<file path="config.mk">
export PLATFORM = sky130hd
export DESIGN_NAME = multicycle_control
export DESIGN_NICKNAME = d
export VERILOG_FILES = /design/src/rtl/multicycle_control.sv
export SDC_FILE = /design/constraint.sdc
export NUM_CORES = 1
export LEC_CHECK = 0
export BUFFER_PORTS_ARGS = -buffer_cell sky130_fd_sc_hd__buf_4
export CAP_MARGIN = 25
export CORE_MARGIN = 2
export CORE_UTILIZATION = 48
export DETAILED_ROUTE_END_ITERATION = 10
export GPL_ROUTABILITY_DRIVEN = 0
export PLACE_DENSITY = 0.8
export SYNTH_ARGS = -nofsm -noshare
export SYNTH_HDL_FRONTEND = slang
export SYNTH_SLANG_ARGS = --single-unit
</file>
<file path="constraint.sdc">
create_clock -name clock -period 3.46 [get_ports clock]
set_input_delay 0.865 -clock clock [delete_from_list [all_inputs] [get_ports clock]]
set_output_delay 0.865 -clock clock [all_outputs]
set_load 0.05 [all_outputs]
</file>
<file path="src/rtl/multicycle_control.sv">
// Main control FSM for the multicycle MIPS datapath (Moore style).
// Sequences PC, IR, memory, ALU and register-file control for R-type, lw, sw,
// beq, j and addi, with a memory wait-state handshake and a sticky
// illegal-opcode flag.
//
// Ports:
//   clock       system clock, rising edge
//   reset       asynchronous active-low reset
//   opcode      instr[31:26] from the IR
//   memReady    memory completes the current access this cycle
//   PCWrite, PCWriteCond, IorD, MemRead, MemWrite, IRWrite,
//   MemtoReg, RegDst, RegWrite, ALUSrcA, ALUSrcB, ALUOp, PCSource
//               datapath controls, decoded from state (and memReady in
//               FETCH), all held at 0 while reset is low
//   state       current state encoding
//   illegal     sticky flag: an unsupported opcode was decoded
module multicycle_control #(
  parameter bit MEM_WAIT_EN = 1'b1
) (
  input  logic       clock,
  input  logic       reset,
  input  logic [5:0] opcode,
  input  logic       memReady,
  output logic       PCWrite,
  output logic       PCWriteCond,
  output logic       IorD,
  output logic       MemRead,
  output logic       MemWrite,
  output logic       IRWrite,
  output logic       MemtoReg,
  output logic       RegDst,
  output logic       RegWrite,
  output logic       ALUSrcA,
  output logic [1:0] ALUSrcB,
  output logic [1:0] ALUOp,
  output logic [1:0] PCSource,
  output logic [3:0] state,
  output logic       illegal
);

  localparam int unsigned STATE_W  = 4;
  localparam int unsigned OPCODE_W = 6;

  localparam logic [OPCODE_W-1:0] OP_RTYPE = 6'b000000;
  localparam logic [OPCODE_W-1:0] OP_LW    = 6'b100011;
  localparam logic [OPCODE_W-1:0] OP_SW    = 6'b101011;
  localparam logic [OPCODE_W-1:0] OP_BEQ   = 6'b000100;
  localparam logic [OPCODE_W-1:0] OP_J     = 6'b000010;
  localparam logic [OPCODE_W-1:0] OP_ADDI  = 6'b001000;

  typedef enum logic [STATE_W-1:0] {
    FETCH    = 4'd0,
    DECODE   = 4'd1,
    MEMADR   = 4'd2,
    MEMREAD  = 4'd3,
    MEMWB    = 4'd4,
    MEMWRITE = 4'd5,
    EXECUTE  = 4'd6,
    ALUWB    = 4'd7,
    BRANCH   = 4'd8,
    JUMP     = 4'd9,
    ADDIEX   = 4'd10,
    ADDIWB   = 4'd11,
    ILLEGAL  = 4'd12
  } stateT;

  stateT stateQ;
  stateT stateNext;
  logic  illegalQ;
  logic  memRdy;

  // Decoded controls before the reset gate.
  logic       pcWriteD;
  logic       pcWriteCondD;
  logic       iorDD;
  logic       memReadD;
  logic       memWriteD;
  logic       irWriteD;
  logic       memtoRegD;
  logic       regDstD;
  logic       regWriteD;
  logic       aluSrcAD;
  logic [1:0] aluSrcBD;
  logic [1:0] aluOpD;
  logic [1:0] pcSourceD;

  // With wait states disabled every memory access completes in one cycle.
  assign memRdy = MEM_WAIT_EN ? memReady : 1'b1;

  // State register.
  always_ff @(posedge clock or negedge reset) begin
    if (!reset) begin
      stateQ <= FETCH;
    end else begin
      stateQ <= stateNext;
    end
  end

  // Sticky illegal flag, set on entry so it is visible in the ILLEGAL cycle.
  always_ff @(posedge clock or negedge reset) begin
    if (!reset) begin
      illegalQ <= 1'b0;
    end else if (stateNext == ILLEGAL) begin
      illegalQ <= 1'b1;
    end
  end

  // Next-state and control decode.
  always_comb begin
    stateNext    = stateQ;
    pcWriteD     = 1'b0;
    pcWriteCondD = 1'b0;
    iorDD        = 1'b0;
    memReadD     = 1'b0;
    memWriteD    = 1'b0;
    irWriteD     = 1'b0;
    memtoRegD    = 1'b0;
    regDstD      = 1'b0;
    regWriteD    = 1'b0;
    aluSrcAD     = 1'b0;
    aluSrcBD     = 2'b00;
    aluOpD       = 2'b00;
    pcSourceD    = 2'b00;

    case (stateQ)
      FETCH: begin
        memReadD  = 1'b1;
        aluSrcBD  = 2'b01;
        irWriteD  = memRdy;
        pcWriteD  = memRdy;
        stateNext = memRdy ? DECODE : FETCH;
      end
      DECODE: begin
        aluSrcBD = 2'b11;
        case (opcode)
          OP_RTYPE:     stateNext = EXECUTE;
          OP_LW, OP_SW: stateNext = MEMADR;
          OP_BEQ:       stateNext = BRANCH;
          OP_J:         stateNext = JUMP;
          OP_ADDI:      stateNext = ADDIEX;
          default:      stateNext = ILLEGAL;
        endcase
      end
      MEMADR: begin
        aluSrcAD  = 1'b1;
        aluSrcBD  = 2'b10;
        stateNext = (opcode == OP_LW) ? MEMREAD : MEMWRITE;
      end
      MEMREAD: begin
        memReadD  = 1'b1;
        iorDD     = 1'b1;
        stateNext = memRdy ? MEMWB : MEMREAD;
      end
      MEMWB: begin
        regWriteD = 1'b1;
        memtoRegD = 1'b1;
        stateNext = FETCH;
      end
      MEMWRITE: begin
        memWriteD = 1'b1;
        iorDD     = 1'b1;
        stateNext = memRdy ? FETCH : MEMWRITE;
      end
      EXECUTE: begin
        aluSrcAD  = 1'b1;
        aluOpD    = 2'b10;
        stateNext = ALUWB;
      end
      ALUWB: begin
        regWriteD = 1'b1;
        regDstD   = 1'b1;
        stateNext = FETCH;
      end
      BRANCH: begin
        aluSrcAD     = 1'b1;
        aluOpD       = 2'b01;
        pcWriteCondD = 1'b1;
        pcSourceD    = 2'b01;
        stateNext    = FETCH;
      end
      JUMP: begin
        pcWriteD  = 1'b1;
        pcSourceD = 2'b10;
        stateNext = FETCH;
      end
      ADDIEX: begin
        aluSrcAD  = 1'b1;
        aluSrcBD  = 2'b10;
        stateNext = ADDIWB;
      end
      ADDIWB: begin
        regWriteD = 1'b1;
        stateNext = FETCH;
      end
      ILLEGAL: begin
        stateNext = ILLEGAL;
      end
      default: begin
        stateNext = FETCH;
      end
    endcase
  end

  // Reset gates every control so nothing pulses while reset is low,
  // including the FETCH decode the state register sits in during reset.
  assign PCWrite     = reset & pcWriteD;
  assign PCWriteCond = reset & pcWriteCondD;
  assign IorD        = reset & iorDD;
  assign MemRead     = reset & memReadD;
  assign MemWrite    = reset & memWriteD;
  assign IRWrite     = reset & irWriteD;
  assign MemtoReg    = reset & memtoRegD;
  assign RegDst      = reset & regDstD;
  assign RegWrite    = reset & regWriteD;
  assign ALUSrcA     = reset & aluSrcAD;
  assign ALUSrcB     = reset ? aluSrcBD  : 2'b00;
  assign ALUOp       = reset ? aluOpD    : 2'b00;
  assign PCSource    = reset ? pcSourceD : 2'b00;
  assign state       = reset ? STATE_W'(stateQ) : 4'd0;
  assign illegal     = reset & illegalQ;

endmodule
</file>
# Word-level counts from Yosys, hierarchy flattened
# Index checks and enable logic that the tools add are counted.
# totals
latch_bits	0
word_cells	62
ram_bits	0
inputBits	9
ff_bits	5
n_memories	0
romBits	0
output_inout_bits	21
# classes
n_bitwise	11
n_addsub	0
reduce_logical	8
n_mul	0
eq_ne	18
div_mod_pow	0
n_shift	0
order_cmp	0
n_mux	23
# ops
op	n
one-hot mux 4 bit (8 select lines)	1
== test 4 bit, second input constant	6
one-hot mux 4 bit (5 select lines)	1
== test 4 x 3 -> 1 bit, second input constant	4
== test 6 bit, second input constant	2
AND 1 bit	11
two-way mux 1 bit	10
two-way mux 3 bit	3
== test 4 x 2 -> 1 bit, second input constant	2
one-hot mux 2 bit (2 select lines)	2
OR reduction 2 bit	4
== test 6 x 2 -> 1 bit, second input constant	1
== test 6 x 3 -> 1 bit, second input constant	1
== test 6 x 4 -> 1 bit, second input constant	1
zero test 6 bit	1
two-way mux 2 bit	3
one-hot mux 2 bit (3 select lines)	1
== test 4 x 1 -> 1 bit, second input constant	1
zero test 4 bit	1
two-way mux 4 bit	1
OR reduction 4 bit	1
OR reduction 3 bit	1
one-hot mux 1 bit (2 select lines)	1

# Logic depth before layout (Yosys ltp)
# depth
ltp_word	5
ltp_mapped	6

# Worst setup path before layout
# OpenSTA, ideal clock, no wires.
# synth_path
path_type	input -> output
from	input port reset
to	output port MemtoReg
arrival_ns	2.941
cell_stages	4
setup_slack_ns	-0.346
n_path_buf	0
path_cell_list	inv_1 -> nor2_1 -> nand2_1 -> nor3_1
# synth_between
elab_chain_len	1
# synth_lines
element	line	source
start, declared	21	input logic reset,
AND 1 bit	212	assign MemtoReg = reset & memtoRegD;
end, declared	30	output logic MemtoReg,
# Every way passes these cells.

# Final worst setup path
# layout_path
from	register stateQ[1]
to	output port PCWrite
# layout_between
elab_chain_len	3
word_cells_on_any_way	4
# layout_lines
element	line	source
start, declared	67	stateT stateQ;
start signal, assigned	95	stateQ <= stateNext;
== test 4 bit / zero test 4 bit (equally long branches)	125	case (stateQ)
one-hot mux 1 bit (2 select lines) (*)	125	
AND 1 bit (*)	206	assign PCWrite = reset & pcWriteD;
end, declared	24	output logic PCWrite,
# Every way passes the cells marked *; elsewhere a longest branch is shown, timed or not.

==> Implementation_results.wiki <==
{| class="wikitable"
! Metric !! Value
|-
| Post-Synthesis Mean Instance Area || 6.553 µm²
|-
| Cells after synthesis || 97
|-
| Critical Path Fanout Max || 17
|-
| Commonest cells after routing, fill and taps aside || buf_4, nor2_1, nand2_1, nor3_1
|-
| Grt ovf || 0
|-
| Placed instance area || 843.3 µm²
|-
| Number of design-rule violations left by the first detailed-router iteration || 10
|-
| Number of maximum-capacitance violations || 0
|-
| Vertical die dimension || 40.39 µm
|-
| Slew at the pin closest to its max-slew limit || 551.2 ps
|-
| Setup-violating endpoint count in the final report || 0
|-
| Final std cells w/o fill || 138
|-
| Via Count || 783
|-
| Chip width || 40.39 µm
|-
| Number of flops mapped to enable cells by yosys || 0
|-
| Total global-route track usage || 24.60%
|-
| Largest clock skew in the final design || 4.242 ps
|-
| Sequential area share after synthesis || 19.69%
|-
| TritonCTS buffer count || 3
|-
| Cell count of the worst reg-to-reg path || 5
|-
| Dpl cells || 134
|-
| Count of distinct cell types in the synthesized netlist || 36
|-
| CTS tree || yes
|-
| Buffer count from post-CTS setup fixing || 0
|-
| Cell area after layout || 869.6 µm²
|-
| Fraction of the cycle the final worst path needs || 78.11%
|-
| Number of DRC violations after detailed routing || 0
|-
| CTS sink count || 5
|-
| Largest cells by area after synthesis || dfrtp_1, nor2_1, nor3_1
|-
| Synthesized flop and latch total || 5
|-
| Area delta synth->final || 36.81%
|-
| Filler cells || 129
|-
| Remaining antenna violation count || 0
|-
| DP HPWL || 1317 µm
|-
| Launching element of the worst setup path || stateQ[1]
|-
| Worst Path Required || 2590 ps
|-
| Die Area || 1631 µm²
|-
| Maximum root-to-sink buffer count || 2
|-
| Final hold violation count || 0
|-
| Number of global-route vias before repair || 654
|-
| Leading area contributor after synthesis || dfrtp_1
|-
| Setup slack, reg-to-reg || 1550 ps
|-
| Worst hold path type || in -> async
|-
| Crit Reg-Reg Startpoint || stateQ[0]
|-
| Length of routed wiring on met1 || 714 µm
|-
| Worst-case headroom to the max-slew limit || 63.26%
|-
| Vias per cell || 5.674
|-
| Number of port buffers || 29
|-
| Synthesized Nets || 106
|-
| Number of hold buffers added after cts || 0
|-
| Final core area utilization || 68.54%
|-
| Wire length on met2 || 912 µm
|-
| Pwr/cell area || 749.1 nW/µm²
|-
| Critical path endpoint category || output port
|-
| Quantity of gates resized following cts || 0
|-
| Routed wl met3 || 135 µm
|-
| Proportion of layout cells with a drive suffix above 1 || 31.71%
|-
| Arrival time of data at the critical path endpoint || 1840 ps
|-
| Core Rows || 13
|-
| Destination of the worst register-to-register timing path || illegalQ
|-
| Clock-pin slew of the registers on the worst-case setup and hold paths || 40 ps
|-
| Maximum number of pins on one net before global-route repair || 20
|-
| Run status || finished, final reports clean
|-
| Crit start category || flip-flop
|-
| End of the critical path || PCWrite
|-
| Worst setup path category || reg -> out
|-
| H-tree lvl count || 1
|-
| Time the worst path needs with I/O delays and setup || 2702 ps
|-
| Yosys warning total || 0
|-
| Most common cell after layout, fill and taps aside || buf_4
|-
| Worst vdd rail ir drop || 304.8 µV
|-
| RSZ-0062 raised after global routing || no
|-
| Async set or reset register ratio after synthesis || 100.0%
|-
| First-pass GRT wire length || 2670 µm
|-
| Cell at the root of the clock tree || clkbuf_4
|-
| Leak pwr || 0.4176 nW
|-
| Post-route total power || 651.4 µW
|-
| Achievable Freq || 0.3700 GHz
|-
| Final-stage net count || 133
|-
| Wire per inst || 12.94 µm
|-
| Top Metal Used || met4
|-
| ANT cells || 0
|-
| Setup TNS || 0 ps
|-
| Number of iterations in the first detailed-routing pass || 4
|-
| Area fraction of the dominant cell type after synthesis || 19.69%
|-
| Clock latency on the worst-skew pair || 250 ps
|-
| Routed WL || 1786 µm
|-
| Number of antenna violations at the first check in global routing || 0
|-
| Final Slew Violations || 0
|-
| Synthesized cell area || 635.6 µm²
|-
| Core ar. || 1269 µm²
|-
| Most common flop cell mapped by yosys || dfrtp_1
|-
| Initial core utilization || 50.10%
|-
| Number of ports placed on the die boundary || 30
|}
## per-layer routing
| layer | up-vias | track usage, % |
|---|---|---|
| met4 | 0 | 11.67 |
| met3 | 3 | 1.667 |
| li1 | 392 | - |
| met1 | 350 | 27.48 |
| met2 | 38 | 46.03 |
| met5 | - | 0 |
## worst min-delay path by stage
stage                        start         to  slack (ps)  depth (start not counted)
after detailed placement  illegalQ   illegalQ         550                          2
after CTS                    reset  stateQ[1]         420                          1
final                        reset  stateQ[1]         420                          1
after floorplan           illegalQ   illegalQ         500                          2
after global placement    illegalQ   illegalQ         540                          2
after global routing         reset  stateQ[1]         420                          1
## sequential cells by signal, summed over array words and instances (netlist names)
name and count:
illegalQ 1, stateQ 4
## cell usage after synthesis, types with 2 or more instances
master    number
a21oi_1        3
a31oi_1        2
and2_1         2
and3_1         2
buf_2          3
clkbuf_1       3
dfrtp_1        5
inv_1          5
nand2_1       10
nand2b_1       4
nand3_1        5
nor2_1        17
nor3_1         8
nor4b_1        3
o21ai_0        3
or4_1          2
## power breakdown
part / total (mW) / switching, mW / internal [mW]
logic: 0.449 / 0.305 / 0.144
clock network: 0.0680 / 0.0244 / 0.0436
registers: 0.134 / 0.0605 / 0.0738
## cells by family (layout without fill, tap and decap cells)
family	count (synthesis)	after routing	share of synthesized area (%)
AO/OA/AOI/OAI	16	16	18.50
flip-flops	5	5	19.69
buffers and inverters	13	39	8.858
multiplexers	1	1	1.772
XOR/XNOR	2	2	2.756
AND/OR/NAND/NOR	60	60	48.43
## stage by stage
stage	hold slack (ps)	setup slack [ps]
after detailed placement	550.4	828.7
after floorplan	503.1	15.31
final	421.3	757.5
after global placement	544.8	867.4
after global routing	421.8	678.8
after CTS	422.8	776.2
## area by class of cell
cell class                 count  area (µm²)  share of cell area, %
multi-input combinational     79       459.2                  52.81
timing repair buffer          29       217.7                  25.04
sequential                     5       125.1                  14.39
clock buffer                   4       26.28                  3.022
inverter                       6       22.52                  2.590
tap                           15       18.77                  2.158
## worst max-delay path: stages (launching register included)
cell and delay, ps:
dfrtp_1 680, nand2b_1 310, nor2_1 100, or2_2 300, buf_4 190
Power figures use the tool's default switching activity.
